File: config.mk
export PLATFORM = sky130hd
export DESIGN_NAME = pulse_event_queue
export DESIGN_NICKNAME = d
export VERILOG_FILES = /design/src/rtl/pulse_event_pkg.sv /design/src/rtl/pulse_event_queue_fifo.sv /design/src/rtl/pulse_event_queue.sv
export SDC_FILE = /design/constraint.sdc
export NUM_CORES = 1
export LEC_CHECK = 0
export BUFFER_PORTS_ARGS = -buffer_cell sky130_fd_sc_hd__buf_4
export CAP_MARGIN = 5
export CELL_PAD_IN_SITES_DETAIL_PLACEMENT = 0
export CELL_PAD_IN_SITES_GLOBAL_PLACEMENT = 1
export CORE_UTILIZATION = 45
export CTS_CLUSTER_DIAMETER = 80
export CTS_CLUSTER_SIZE = 24
export DETAILED_ROUTE_END_ITERATION = 12
export PLACE_DENSITY_LB_ADDON = 0.1
export SLEW_MARGIN = 10
export SYNTH_ARGS = -nofsm -noshare
export SYNTH_HDL_FRONTEND = slang
export SYNTH_HIERARCHICAL = 1
export SYNTH_SLANG_ARGS = --single-unit
export TNS_END_PERCENT = 30
File: constraint.sdc
create_clock -name clk_fast -period 4.2 [get_ports clk_fast]
set_clock_uncertainty 0.2 [all_clocks]
set_input_delay 0.42 -clock clk_fast [delete_from_list [all_inputs] [get_ports clk_fast]]
set_output_delay 0.42 -clock clk_fast [all_outputs]
set_load 0.01 [all_outputs]
File: src/rtl/pulse_event_pkg.sv
// pulse_event_pkg
//   Shared types and constants for the pulse event queue.
//   evt_t carries one queued edge event {rise, ts}. The ts field is sized for
//   the widest supported timestamp (TS_W_MAX); narrower builds zero-extend
//   into it, so instances must keep TS_W <= TS_W_MAX.
//   DROP_W / DROP_MAX size and saturate the lost-event counter.
package pulse_event_pkg;

  localparam int DROP_W   = 8;
  localparam int TS_W_MAX = 32;

  localparam logic [DROP_W-1:0] DROP_MAX = 8'd255;

  typedef struct packed {
    logic                rise;
    logic [TS_W_MAX-1:0] ts;
  } evt_t;

endpackage

File: src/rtl/pulse_event_queue_fifo.sv
// evt_sync_fifo
//   Single-clock event FIFO with valid/ready on both sides.
//   Handshake: a transfer happens on a rising clk edge exactly when
//   valid && ready are both high in that cycle; ready never depends on the
//   same side's valid, and a producer must not depend on ready to raise valid.
//   in_ready is high when not full, or when full but the head is being popped
//   in the same cycle (simultaneous push/pop keeps fill at DEPTH).
//   The head is read straight from storage and forced to zero while empty, so
//   out_evt is stable for as long as the head is not accepted.
// Ports
//   clk, rst             clock, synchronous active-high reset
//   in_valid/in_ready    write side handshake, in_evt = event to store
//   out_valid/out_ready  read side handshake, out_evt = head event
//   fill                 registered number of stored events
// Parameters
//   DEPTH                power of two, 2..16; pointers wrap modulo DEPTH
module evt_sync_fifo
  import pulse_event_pkg::*;
#(
  parameter int DEPTH = 4
) (
  input  logic                   clk,
  input  logic                   rst,
  input  logic                   in_valid,
  output logic                   in_ready,
  input  evt_t                   in_evt,
  output logic                   out_valid,
  input  logic                   out_ready,
  output evt_t                   out_evt,
  output logic [$clog2(DEPTH):0] fill
);

  localparam int AW = $clog2(DEPTH);
  localparam logic [AW:0] FULL_FILL = (AW + 1)'(DEPTH);

  evt_t          mem [DEPTH];
  logic [AW-1:0] wr_ptr;
  logic [AW-1:0] rd_ptr;
  logic          push_fire;
  logic          pop_fire;

  assign out_valid = (fill != '0);
  assign pop_fire  = out_valid && out_ready;
  assign in_ready  = (fill != FULL_FILL) || pop_fire;
  assign push_fire = in_valid && in_ready;
  assign out_evt   = out_valid ? mem[rd_ptr] : '0;

  // Storage is intentionally not reset; fill gates what is visible.
  always_ff @(posedge clk) begin
    if (push_fire) begin
      mem[wr_ptr] <= in_evt;
    end
  end

  always_ff @(posedge clk) begin
    if (rst) begin
      wr_ptr <= '0;
      rd_ptr <= '0;
      fill   <= '0;
    end else begin
      if (push_fire) begin
        wr_ptr <= wr_ptr + 1'b1;
      end
      if (pop_fire) begin
        rd_ptr <= rd_ptr + 1'b1;
      end
      case ({push_fire, pop_fire})
        2'b10:   fill <= fill + 1'b1;
        2'b01:   fill <= fill - 1'b1;
        default: fill <= fill;
      endcase
    end
  end

endmodule

File: src/rtl/pulse_event_queue.sv
// pulse_event_queue
//   Detects edges on an already-synchronized level, timestamps them with a
//   free-running wrapping counter and queues {rise, ts} events in a FIFO.
//   Events arriving while the FIFO is full (and not popping) are dropped and
//   counted in a saturating drop counter.
//   An edge seen in cycle N is written in cycle N; evt_valid rises in N+1.
// Build option
//   PULSE_EVT_FALL_EN  defined: rising and falling edges are queued.
//                      undefined (default): only rising edges are queued and
//                      evt_rise reads 1 whenever evt_valid is high.
// Ports
//   clk_fast   clock; rst synchronous active-high reset
//   signal_in  level in the clk_fast domain
//   evt_valid / evt_ready   head event handshake (transfer on valid && ready)
//   evt_rise, evt_ts        head event type and timestamp
//   fill       number of queued events
//   drop_cnt   events lost to a full FIFO, saturating; clr_drop clears it
module pulse_event_queue
  import pulse_event_pkg::*;
#(
  parameter int DEPTH = 4,
  parameter int TS_W  = 16
) (
  input  logic                   clk_fast,
  input  logic                   rst,
  input  logic                   signal_in,
  output logic                   evt_valid,
  input  logic                   evt_ready,
  output logic                   evt_rise,
  output logic [TS_W-1:0]        evt_ts,
  output logic [$clog2(DEPTH):0] fill,
  output logic [DROP_W-1:0]      drop_cnt,
  input  logic                   clr_drop
);

  logic            prev_q;
  logic [TS_W-1:0] ts_cnt;
  logic            edge_det;
  logic            push_req;
  logic            push_ready;
  logic            drop;
  evt_t            push_evt;
  evt_t            head_evt;

  assign edge_det = signal_in ^ prev_q;

`ifdef PULSE_EVT_FALL_EN
  assign push_req = edge_det;
`else
  assign push_req = edge_det && signal_in;
`endif

  assign push_evt = '{rise: signal_in, ts: TS_W_MAX'(ts_cnt)};
  assign drop     = push_req && !push_ready;

  always_ff @(posedge clk_fast) begin
    if (rst) begin
      prev_q <= 1'b0;
      ts_cnt <= '0;
    end else begin
      prev_q <= signal_in;
      ts_cnt <= ts_cnt + 1'b1;
    end
  end

  // Clear wins over accumulation, but a drop in the clearing cycle still
  // counts as the first event of the new window.
  always_ff @(posedge clk_fast) begin
    if (rst) begin
      drop_cnt <= '0;
    end else if (clr_drop) begin
      drop_cnt <= drop ? DROP_W'(1) : '0;
    end else if (drop && (drop_cnt != DROP_MAX)) begin
      drop_cnt <= drop_cnt + 1'b1;
    end
  end

  evt_sync_fifo #(
    .DEPTH (DEPTH)
  ) u_fifo (
    .clk       (clk_fast),
    .rst       (rst),
    .in_valid  (push_req),
    .in_ready  (push_ready),
    .in_evt    (push_evt),
    .out_valid (evt_valid),
    .out_ready (evt_ready),
    .out_evt   (head_evt),
    .fill      (fill)
  );

  assign evt_ts = head_evt.ts[TS_W-1:0];

`ifdef PULSE_EVT_FALL_EN
  assign evt_rise = head_evt.rise;

  // Stored timestamps are zero-extended, so the unused high bits stay zero.
  always_ff @(posedge clk_fast) begin
    if (!rst && evt_valid) begin
      assert ((head_evt.ts >> TS_W) == '0);
    end
  end
`else
  assign evt_rise = evt_valid;

  // Only rising edges are stored, and timestamps are zero-extended.
  always_ff @(posedge clk_fast) begin
    if (!rst && evt_valid) begin
      assert (head_evt.rise && ((head_evt.ts >> TS_W) == '0));
    end
  end
`endif

endmodule

---- After elaboration in Yosys (flattened, before gate mapping) ----
Memories as Yosys holds them, arrays and structs flattened. A register that Yosys moved wholly into a read port is not among the register bits.
Index checks and enable logic that the tools add are counted.
storage, ports and cells
  register bits after elaboration ......... 32
  bits in latches ......................... 0
  bits in writable memories ............... 68
  bits in read-only memories .............. 0
  bits of input ports ..................... 5
  output and inout port bits .............. 29
  word-level logic and storage cells ...... 37
  memories ................................ 1
memory list
  name        words  bits a word  rd ports  clocked after memory_dff  write ports  line                          text
  u_fifo.mem  4      17           1         1                         1            pulse_event_queue_fifo.sv:36  evt_t mem [DEPTH];
cells by class
  add/sub/neg operators ................... 6
  multiply operators ...................... 0
  div/mod/pow operators ................... 0
  $lt $le $gt $ge ......................... 0
  equal/unequal tests ..................... 4
  shift-type cells ........................ 0
  muxes and demuxes ....................... 9
  bitwise operators ....................... 1
  reduce and logical (&&, ||, !) cells .... 10
operator list
  kind                                                 count
  adder 16 x 1 -> 16 bit, second input constant        1
  2-to-1 mux 16 bit                                    1
  2-to-1 mux 8 bit                                     2
  adder 8 x 1 -> 8 bit, second input constant          1
  != test 8 bit, second input constant                 1
  case mux 3 bit (2 select lines)                      1
  logical AND 1 bit                                    5
  adder 2 x 1 -> 2 bit, second input constant          2
  2-to-1 mux 2 bit                                     2
  nonzero test 2 bit                                   2
  adder 3 x 1 -> 3 bit, second input constant          1
  2-to-1 mux 1 bit                                     3
  != test 3 bit, second input constant                 1
  nonzero test 3 bit                                   1
  subtractor 3 x 1 -> 3 bit, second input constant     1
  equality test 2 x 1 -> 1 bit, second input constant  1
  equality test 2 bit, second input constant           1
  logical NOT 1 bit                                    1
  logical OR 1 bit                                     1
  XOR 1 bit                                            1

---- Longest topological paths before layout ----
Gate-level depths: netlist (run 1).
  word-level depth ........................ 8
  gate-level depth with buffers ........... 9
  depth with buffers taken out ............ 7

---- Cells and area by module ----
The synthesis (run 1) kept the hierarchy.
modules (own cells, without submodules)
  module             instances  cells an instance  area an instance (um2)  seq. area each (um2)
  evt_sync_fifo      1          274                5611.6                  4144.0
  pulse_event_queue  1          143                1249.9                  500.5

---- Worst setup path after synthesis (run 1) ----
No wires, ideal clock.
  path kind ............................... input to register
  start ................................... in signal_in
  end ..................................... mem u_fifo/mem[0][0] (netlist bit), enable pin
  setup time .............................. 393 ps
  arrival time ............................ 1725 ps
  data required time ...................... 3607 ps
  path slack .............................. 1882 ps
  stages on the path ...................... 3
  path buffers ............................ 1
  cell sequence ........................... nor2b_1 buf_2 and3_1
between the ends
  word-level cells in the longest chain between the ends .. 5
RTL lines
  what                                      line                          text
  from (decl)                               pulse_event_queue.sv:26       input logic signal_in,
  XOR 1 bit                                 pulse_event_queue.sv:45       assign edge_det = signal_in ^ prev_q;
  logical AND 1 bit *                       pulse_event_queue.sv:50       assign push_req = edge_det && signal_in;
  logical AND 1 bit *                       pulse_event_queue_fifo.sv:45  assign push_fire = in_valid && in_ready;
  2-to-1 mux 1 bit *                        pulse_event_queue_fifo.sv:50  if (push_fire) begin
  2-to-1 mux 1 bit (not written as such) *  pulse_event_queue_fifo.sv:51  mem[wr_ptr] <= in_evt;
  to (decl)                                 pulse_event_queue_fifo.sv:36
Every way passes the cells marked *; elsewhere a longest branch is shown, timed or not.

==> results of run 1 <==
[registers in the layout, summed over array words and instances (netlist names), named ones only]
name	count
drop_cnt	8
prev_q	1
ts_cnt	16
u_fifo/fill	3
u_fifo/mem	64
u_fifo/rd_ptr	2
u_fifo/wr_ptr	2
[worst max-delay path: cells and delay by family, from the launching register on]
kind	cells	cell delay, ns
simple gates	1	0.17
mux	1	0.58
flops	1	0.58
buf+inv	2	0.47
[metal layers]
layer / share of wire, % / global-route usage, % / wire length [µm]
met1: 45 / 22.0 / 3390
met2: 50 / 27.2 / 3800
met3: 3.0 / 3.02 / 227
met4: 1.4 / 6.45 / 108
met5: 0 / 0 / 0
[report_power, final]
| group | switching [mW] | internal (mW) | leakage, nW | total, mW |
|---|---|---|---|---|
| logic | 0.315 | 0.362 | 0.640 | 0.677 |
| registers | 0.0727 | 1.08 | 0.867 | 1.15 |
| clock network | 0.323 | 0.336 | 0.113 | 0.659 |
[through the flow]
step / total power [mW] / setup slack [ns] / util, %
floorplan: 1.70 / 2.01 / -
global placement: 1.87 / 1.55 / 49.2
detailed placement: 1.87 / 1.51 / 49.2
CTS: 2.52 / 1.32 / 51.5
global route: 2.62 / 1.22 / 51.5
finish: 2.49 / 1.42 / 51.5
[area by class of cell]
class / count / area share, %
Clock inverter: 7 / 1.95
Multi-Input combinational cell: 180 / 31.2
Clock buffer: 9 / 2.60
Tap cell: 129 / 3.39
Inverter: 11 / 0.868
Timing Repair Buffer: 34 / 5.36
Sequential cell: 98 / 54.7
[how the worst min path moves through the flow]
stage                      from                 to  slack, ns  depth (start not counted)
6_report              signal_in             prev_q       0.12                          2
5_1_grt               signal_in             prev_q       0.11                          2
4_1_cts               signal_in             prev_q       0.11                          2
3_5_place_dp   u_fifo/rd_ptr[1]   u_fifo/rd_ptr[1]       0.31                          2
3_3_place_gp   u_fifo/rd_ptr[1]          flip-flop       0.31                          2
2_1_floorplan        ts_cnt[15]  u_fifo/mem[0][15]       0.27                          0
==> metrics.md, run 1 <==
| Metric | Value |
|---|---|
| Final Slew Violations | 0 |
| Final setup vio count | 0 |
| Synth warn | 6 |
| Critical path launch point type | flip-flop |
| Post-Syn Area | 4300 µm² |
| Clock Path Buffers | 2 |
| Max Cap Violations | 0 |
| Drt first pass iters | 4 |
| Seq. cell area | 2600 µm² |
| Worst skew pair latency | 0.35 ns |
| Critical R2R Launch | u_fifo/fill[2] |
| Multi-input logic area | 1480 µm² |
| Status | complete, no violations |
| Crit-path max cell delay | 0.58 ns |
| Final Instance Area | 4760 µm² |
| Synthesized Nets | 324 |
| Most used cell, CP | buf_4 |
| Non-filler cells, final | 468 |
| Placer Congestion | 0.803 |
| Max FO, Critical Path | 11 |
| Setup TNS | 0 ns |
| Slew headroom | 37.7% |
| Die Area | 9950 µm² |
| Placed cell area | 4540 µm² |
| Final ANT Viol Nets | 0 |
| Fillcell total | 820 |
| Die height | 99.7 µm |
| Total CTS buffers | 9 |
| Nets | 346 |
| Clock transition at path regs | 0.09 ns |
| Placement Rows | 35 |
| Max VDD drop | 0.000355 V |
| Vias in the first global route | 2330 |
| RSZ-0062 raised after global routing | no |
| Post-CTS setup buffers | 0 |
| CTS sink count | 98 |
| CTS Hold Bufs | 0 |
| Die width | 99.7 µm |
| Vias per cell | 5.29 |
| Critical path cell sequence | buf_4 > mux4_1 > and2_1 > buf_4 |
| Mean post-synth cell area | 13.8 µm² |
| Root Driver | clkbuf_8 |
| HP Class | input pin to flip-flop |
| Setup crit end kind | output pin |
| I/O pins | 34 |
| Fmax | 0.360 GHz |
| Most common cell after layout, fill and taps aside | edfxtp_1 |
| Layout overhead on the synthesized area | 10.7% |
| Post-route DRC | 0 |
| Core area | 9240 µm² |
| Gate count after technology mapping | 312 |
| PD cells | 523 nW/µm² |
| Flop2flop setup slack | 1.73 ns |
| CP max stage cell | dfxtp_1 |
| Global-route wire length before repair | 12300 µm |
| CTS tree | built |
| Final Critical Period | 2.78 ns |
| Post_cts resized | 0 |
| Global Route Usage Sum | 16.6% |
| Ant diodes | 0 |
| Detailed placement HPWL | 4760 µm |
| Kind of critical path | flip-flop to output pin |
| Placed instance count | 452 |
| Final Hold Vio Count | 0 |
| Leak | 1.62 nW |
| Routed WL | 7530 µm |
| Final worst-path cycle share | 66.2% |
| H-tree levels | 3 |
| # port buffers | 33 |
| RR Endpoint | u_fifo/fill[2] |
| Worst Setup EP | evt_ts[0] |
| Initial core utilization | 46.5% |
| R2R depth | 6 |
| Antenna violations before repair | 0 |
| WL/cell | 16.1 µm |
| Req. time, crit path | 3.58 ns |
| Largest net degree at the start of global routing | 35 |
| GRT overflow | 0 |
| Share of layout cells above drive strength 1 | 20.6% |
| Worst Max-Slew Pin Slew | 0.934 ns |
| CP arrival | 2.16 ns |
| WHS | 0.116 ns |
| Vias | 2474 |
| Initial DRC Count | 83 |
| Commonest cells after routing, fill and taps aside | 64 x edfxtp_1, 34 x dfxtp_1, 34 x buf_4 |
No activity file was read; power rests on OpenSTA's default activity.
==> inputs of run 2 (changes only) <==
Clock period 4.2 ns to 2.5 ns, I/O delays scaled along.
==> run 2 against run 1 <==
  * Count of clock-buffer cells in the layout up 2
  * Worst hold slack worse by 0.097 ns
  * Die area unchanged
  * Worst setup slack worse by 1.3 ns
  * Cell count up 1.5%
  * Sequential share of layout area down 0.40 points
  * Cell area up 0.74%
  * Utilization up 0.38 points
  * Sequential power up 63%
  * Via count up 2.9%
  * Power up 65%
  * Non-clock buffer count up 7
  * Critical endpoint is now evt_ts[1]
==> metrics.md, run 2 (same netlist as run 1, synthesis figures left out) <==
| Metric | Value |
|---|---|
| Status | complete, no violations |
| Req. time, crit path | 2.05 ns (-1.53 ns) |
| Antenna violations before repair | 0 (unchanged) |
| Kind of critical path | flip-flop to output pin |
| Internal cell power | 2.94 mW (+65%) |
| Clock transition at path regs | 0.09 ns (about the same) |
| Switching share of total power | 28.6% (+0.088 points) |
| Final Critical Period | 2.34 ns |
| Drt first pass iters | 4 (unchanged) |
| CTS sink count | 98 (unchanged) |
| Commonest cells after routing, fill and taps aside | 64 x edfxtp_1, 40 x buf_4, 34 x dfxtp_1 |
| Nets | 353 (+2.0%) |
| HP Class | input pin to flip-flop |
| Post_cts resized | 0 (unchanged) |
| Die width | 99.7 µm (unchanged) |
| Final setup vio count | 0 (unchanged) |
| Met2 layer usage reported by global route | 28.4% (+1.2 points) |
| CP arrival | 1.89 ns (-0.27 ns) |
| Final Hold Vio Count | 0 (unchanged) |
| Fillcell total | 800 (-2.4%) |
| Biggest regs | u_fifo/mem x64, ts_cnt x16, drop_cnt x8 |
| Share of layout cells above drive strength 1 | 21.4% (+0.74 points) |
| Largest net degree at the start of global routing | 35 (unchanged) |
| Global Route Usage Sum | 16.5% (-0.056 points) |
| # port buffers | 33 (unchanged) |
| Clock Path Buffers | 2 (unchanged) |
| Busiest grt layer | met2 |
| Vias | 2545 (+2.9%) |
| Fmax | 0.427 GHz |
| Root Driver | clkbuf_8 |
| Layout overhead on the synthesized area | 11.6% |
| Initial core utilization | 46.5% (unchanged) |
| Routed WL | 7530 µm (about the same) |
| RSZ-0062 raised after global routing | no |
| Final Slew Violations | 0 (unchanged) |
| Setup TNS | 0 ns (unchanged) |
| Vias per cell | 5.36 (+1.4%) |
| Top reg by flops | u_fifo/mem |
| GRT overflow | 0 (unchanged) |
| Grt met1 use | 20.9% (-1.1 points) |
| Detailed placement HPWL | 4760 µm (about the same) |
| Max FO, Critical Path | 16 (+5) |
| Largest register FFs | 64 (unchanged) |
| CTS tree | built |
| Global-route wire length before repair | 12400 µm (about the same) |
| Die height | 99.7 µm (unchanged) |
| Final ANT Viol Nets | 0 (unchanged) |
| Combinational power share | 30.1% (+2.9 points) |
| Core area | 9240 µm² (unchanged) |
| Post-CTS setup buffers | 0 (unchanged) |
| Final worst-path cycle share | 93.7% |
| Most common cell after layout, fill and taps aside | edfxtp_1 |
| Placer Congestion | 0.736 (-8.4%) |
| Leak | 1.64 nW (+1.2%) |
| Setup crit end kind | output pin |
| Slew headroom | 39.5% (+1.8 points) |
| Vias in the first global route | 2447 (+5.0%) |
| I/O pins | 34 (unchanged) |
| Ant diodes | 0 (unchanged) |
| Post-route DRC | 0 (unchanged) |
| Max Cap Violations | 0 (unchanged) |
| Initial DRC Count | 111 (+34%) |
| Critical path launch point type | flip-flop |
| Switching power | 1.18 mW (+66%) |
| Layout Utilization | 51.9% (+0.38 points) |
| Reg power frac | 45.5% (-0.8 points) |
| Die Area | 9950 µm² (unchanged) |
| Max VDD drop | 0.000630 V (+77%) |
| Placement Rows | 35 (unchanged) |
| Met3 Track Usage GR | 2.60% (-0.42 points) |
| H-tree levels | 3 (unchanged) |
| WL/cell | 15.9 µm (-1.5%) |
| Worst Max-Slew Pin Slew | 0.907 ns (-0.0274 ns) |
| Total CTS buffers | 9 (unchanged) |
| PD cells | 858 nW/µm² (+64%) |
| Clock power frac | 24.4% (-2.1 points) |
| Flop2flop setup slack | 0.32 ns (-1.41 ns) |
| Worst skew pair latency | 0.35 ns (about the same) |
## run 2: cell types whose count changed in the layout (fill, tap and decap cells not counted)
cell / change
buf_4: +6
clkinv_2: -3
clkbuf_1: +2
clkinvlp_4: +2
bufinv_16: -1
dlygate4sd3_1: +1
inv_6: -1
inv_8: +1
## run 2: power by group through the flow
stage / Clock [mW] / Combinational (mW) / Sequential (mW)
2_1_floorplan: 0 / 0.951 / 1.91
3_3_place_gp: 0 / 1.29 / 1.91
3_5_place_dp: 0 / 1.29 / 1.91
4_1_cts: 1.03 / 1.29 / 1.87
5_1_grt: 1.10 / 1.38 / 1.88
6_report: 1.00 / 1.24 / 1.87
## run 2: metrics by stage
step / total power [mW] / hold slack, ns / instance area, µm² / cells / setup slack [ns]
final: 4.11 / 0.0188 / 4790 / 475 / 0.157
after floorplan: 2.86 / 0.178 / 4300 / 312 / 0.313
after detailed placement: 3.20 / 0.310 / 4590 / 458 / 0.297
after CTS: 4.19 / 0.00675 / 4790 / 475 / 0.0950
after global routing: 4.36 / 0.0294 / 4790 / 475 / 0.0498
after global placement: 3.19 / 0.298 / 4590 / 458 / 0.338
## run 2: path summary, 6_finish.rpt
kind                    startpoint                to  cells past startpoint
setup / recovery         flip-flop         evt_ts[1]                      4
hold / removal            clr_drop       drop_cnt[2]                      4
setup reg to reg    u_fifo/fill[1]  u_fifo/mem[1][7]                      3
hold reg to reg   u_fifo/wr_ptr[0]  u_fifo/wr_ptr[0]                      2
## run 2: worst max-delay path, cell delays in order, from the launching register on
cell	delay [ns]
dfxtp_1	0.32
buf_4	0.32
mux4_1	0.59
and2_1	0.18
buf_4	0.14
## run 2: metal layers
metal | routed length [µm] | up-vias
met1 | 3340 | 1254
met3 | 189 | 11
met5 | 0 | -
li1 | - | 1236
met2 | 3900 | 44
met4 | 106 | 0
## run 2: timing repair
item,4_1_cts,5_1_grt
hold buffers,1,0
setup endpoints to repair,0,0
hold endpoints to repair,1,0
## run 2: cell type report
type / count / area, µm² / area share, %
well taps: 129 / 161 / 3.37
clock inverters: 5 / 65.1 / 1.36
inverters: 11 / 41.3 / 0.861
clock buffers: 11 / 131 / 2.74
flip-flops and latches: 98 / 2600 / 54.3
multi-input cells: 180 / 1480 / 30.9
repair buffers: 41 / 310 / 6.47
==> inputs of run 3 (changes only) <==
Settings changed: BUFFER_PORTS_ARGS -buffer_cell sky130_fd_sc_hd__buf_4 to not set, DONT_BUFFER_PORTS set to 1, PLACE_DENSITY set to 0.74, PLACE_DENSITY_LB_ADDON 0.1 to not set.
==> run 3 against run 2 <==
  * Sequential power about the same
  * Worst hold slack improved by 0.036 ns
  * Utilization shrank 2.0 points
  * Wire length decreased by 4.3%
  * First-iteration DRC count down 44%
  * Largest power group unchanged
  * Die area unchanged
  * Highest routed layer unchanged
  * Count of clock-buffer cells in the layout is 2 lower
==> metrics.md, run 3 (same netlist as run 1, synthesis figures left out) <==
| Metric | Value |
|---|---|
| Most common cell after layout, fill and taps aside | edfxtp_1 |
| # port buffers | 0 (-100%) |
| Total CTS buffers | 9 (unchanged) |
| Ant diodes | 0 (unchanged) |
| Final worst setup slack | 0.207 ns (+0.0501 ns) |
| Busiest grt layer | met2 |
| PD cells | 831 nW/µm² (-3.2%) |
| CP bufs+invs | 2 (unchanged) |
| Die Area | 9950 µm² (unchanged) |
| Routed WL | 7210 µm (-4.3%) |
| Commonest cells after routing, fill and taps aside | 64 x edfxtp_1, 34 x dfxtp_1, 18 x nor2_1 |
| Antenna violations before repair | 0 (unchanged) |
| Top cell family by delay on the critical path | buffers and inverters |
| Grt met1 use | 20.2% (-0.77 points) |
| Leak | 1.51 nW (-8.1%) |
| Layout overhead on the synthesized area | 7.34% |
| Die width | 99.7 µm (unchanged) |
| Pre-CTS setup slack | 0.410 ns (+0.112 ns) |
| GRT overflow | 0 (unchanged) |
| Worst Max-Slew Pin Slew | 0.890 ns (-0.0175 ns) |
| Multi-input logic area | 1490 µm² (+0.34%) |
| Final worst-path cycle share | 91.7% (-2.0 points) |
| Initial core utilization | 46.5% (unchanged) |
| Placer Congestion | 0.793 (+7.7%) |
| Detailed placement HPWL | 4510 µm (-5.3%) |
| HP Class | input pin to flip-flop |
| Max Cap Violations | 0 (unchanged) |
| Placement Rows | 35 (unchanged) |
| Largest net degree at the start of global routing | 35 (unchanged) |
| Setup TNS | 0 ns (unchanged) |
| Max VDD drop | 0.000452 V (-28%) |
| Met3 Track Usage GR | 4.29% (+1.7 points) |
| Crit-path max cell delay | 0.64 ns (+0.05 ns) |
| RSZ-0062 raised after global routing | no |
| Final Critical Period | 2.29 ns (-0.0501 ns) |
| CP arrival | 2.39 ns (+0.50 ns) |
| Drt first pass iters | 4 (unchanged) |
| Initial DRC Count | 62 (-44%) |
| Critical path launch point type | input pin |
| Core area | 9240 µm² (unchanged) |
| Seq. cell area | 2600 µm² (unchanged) |
| Worst skew pair latency | 0.36 ns (about the same) |
| Final Slew Violations | 0 (unchanged) |
| WL/cell | 16.1 µm (+1.5%) |
| Critical path cell sequence | dlygate4sd3_1 > nor4b_2 > inv_1 > or3b_4 > a41oi_1 > mux2i_1 |
| Largest register FFs | 64 (unchanged) |
| Clock transition at path regs | 0.09 ns (about the same) |
| Vias | 2437 (-4.2%) |
| Final ANT Viol Nets | 0 (unchanged) |
| Kind of critical path | input pin to flip-flop |
| Top reg by flops | u_fifo/mem |
| Met2 layer usage reported by global route | 25.1% (-3.2 points) |
| Nets | 326 (-7.6%) |
| Slew headroom | 40.7% (+1.2 points) |
| H-tree levels | 3 (unchanged) |
| Vias in the first global route | 2324 (-5.0%) |
| Fillcell total | 802 (+0.25%) |
| Final Hold Vio Count | 0 (unchanged) |
| Fmax | 0.436 GHz (+2.2%) |
| Vias per cell | 5.44 (+1.5%) |
| Max FO, Critical Path | 10 (-6) |
| Setup crit end kind | flip-flop |
| CTS tree | built |
| Root Driver | clkbuf_8 |
| Share of layout cells above drive strength 1 | 14.4% (-7.0 points) |
| Clock Path Buffers | 2 (unchanged) |
| Status | complete, no violations |
| CP max stage cell | dlygate4sd3_1 |
| Global-route wire length before repair | 11600 µm (-6.1%) |
| Req. time, crit path | 2.59 ns (+0.54 ns) |
| Biggest regs | u_fifo/mem x64, ts_cnt x16, drop_cnt x8 |
| Final setup vio count | 0 (unchanged) |
| WHS | 0.0546 ns (+0.0358 ns) |
| Die height | 99.7 µm (unchanged) |
| Global Route Usage Sum | 15.7% (-0.85 points) |
| CTS sink count | 98 (unchanged) |
| Post-CTS setup buffers | 0 (unchanged) |
| Post-route DRC | 0 (unchanged) |
| I/O pins | 34 (unchanged) |
-- run 3: changes by cell type in the layout (fill, tap and decap cells not counted), sizes merged --
cell         previous run  this run
clkinvlp                2         1
clkinv                  1         4
clkbuf                 11         9
buf                    40        10
dlygate4sd3             1         4
-- run 3: final cells by class --
type	count	area share (%)
multi-input combinational	180	32.2
timing repair buffer	14	2.77
clock inverter	7	1.49
clock buffer	9	2.69
inverter	11	0.895
tap	129	3.50
sequential	98	56.4
-- run 3: through the flow --
step           area, µm²  utilization [%]  cells  power, mW
6_report            4610             49.9    448       3.83
4_1_cts             4610             49.9    448       3.89
3_3_place_gp        4360             47.1    427       2.88
5_1_grt             4610             49.9    448       4.04
2_1_floorplan       4300                -    312       2.86
3_5_place_dp        4360             47.1    427       2.89
-- run 3: worst paths after layout --
kind              cells past startpoint  slack, ns             start               end
setup reg to reg                      8       0.38            prev_q    u_fifo/fill[2]
hold / removal                        3       0.05         signal_in  u_fifo/wr_ptr[1]
setup / recovery                      6       0.21         evt_ready       drop_cnt[1]
hold reg to reg                       2       0.33  u_fifo/wr_ptr[0]  u_fifo/wr_ptr[0]
-- run 3: worst min-delay path, stage by stage --
cell and delay [ns]:
nor2b_1 0.16, nand3_1 0.10, a21oi_1 0.05
-- run 3: repair_timing --
item                                    in CTS  in global routing
gates resized for setup                      0                  1
hold buffers                                 5                  0
hold endpoints to repair                    34                  0
endpoints found under the setup margin       0                  1
-- run 3: layer usage --
layer  wire [µm]  part of all wire, %
met5           0                    0
met4         128                  1.8
met3         271                  3.8
met2        3460                   48
met1        3340                   46
-- run 3: power breakdown --
| group | switching (mW) | internal, mW | total (mW) |
|---|---|---|---|
| Sequential | 0.0426 | 1.81 | 1.86 |
| Combinational | 0.555 | 0.430 | 0.985 |
| Clock | 0.529 | 0.461 | 0.990 |
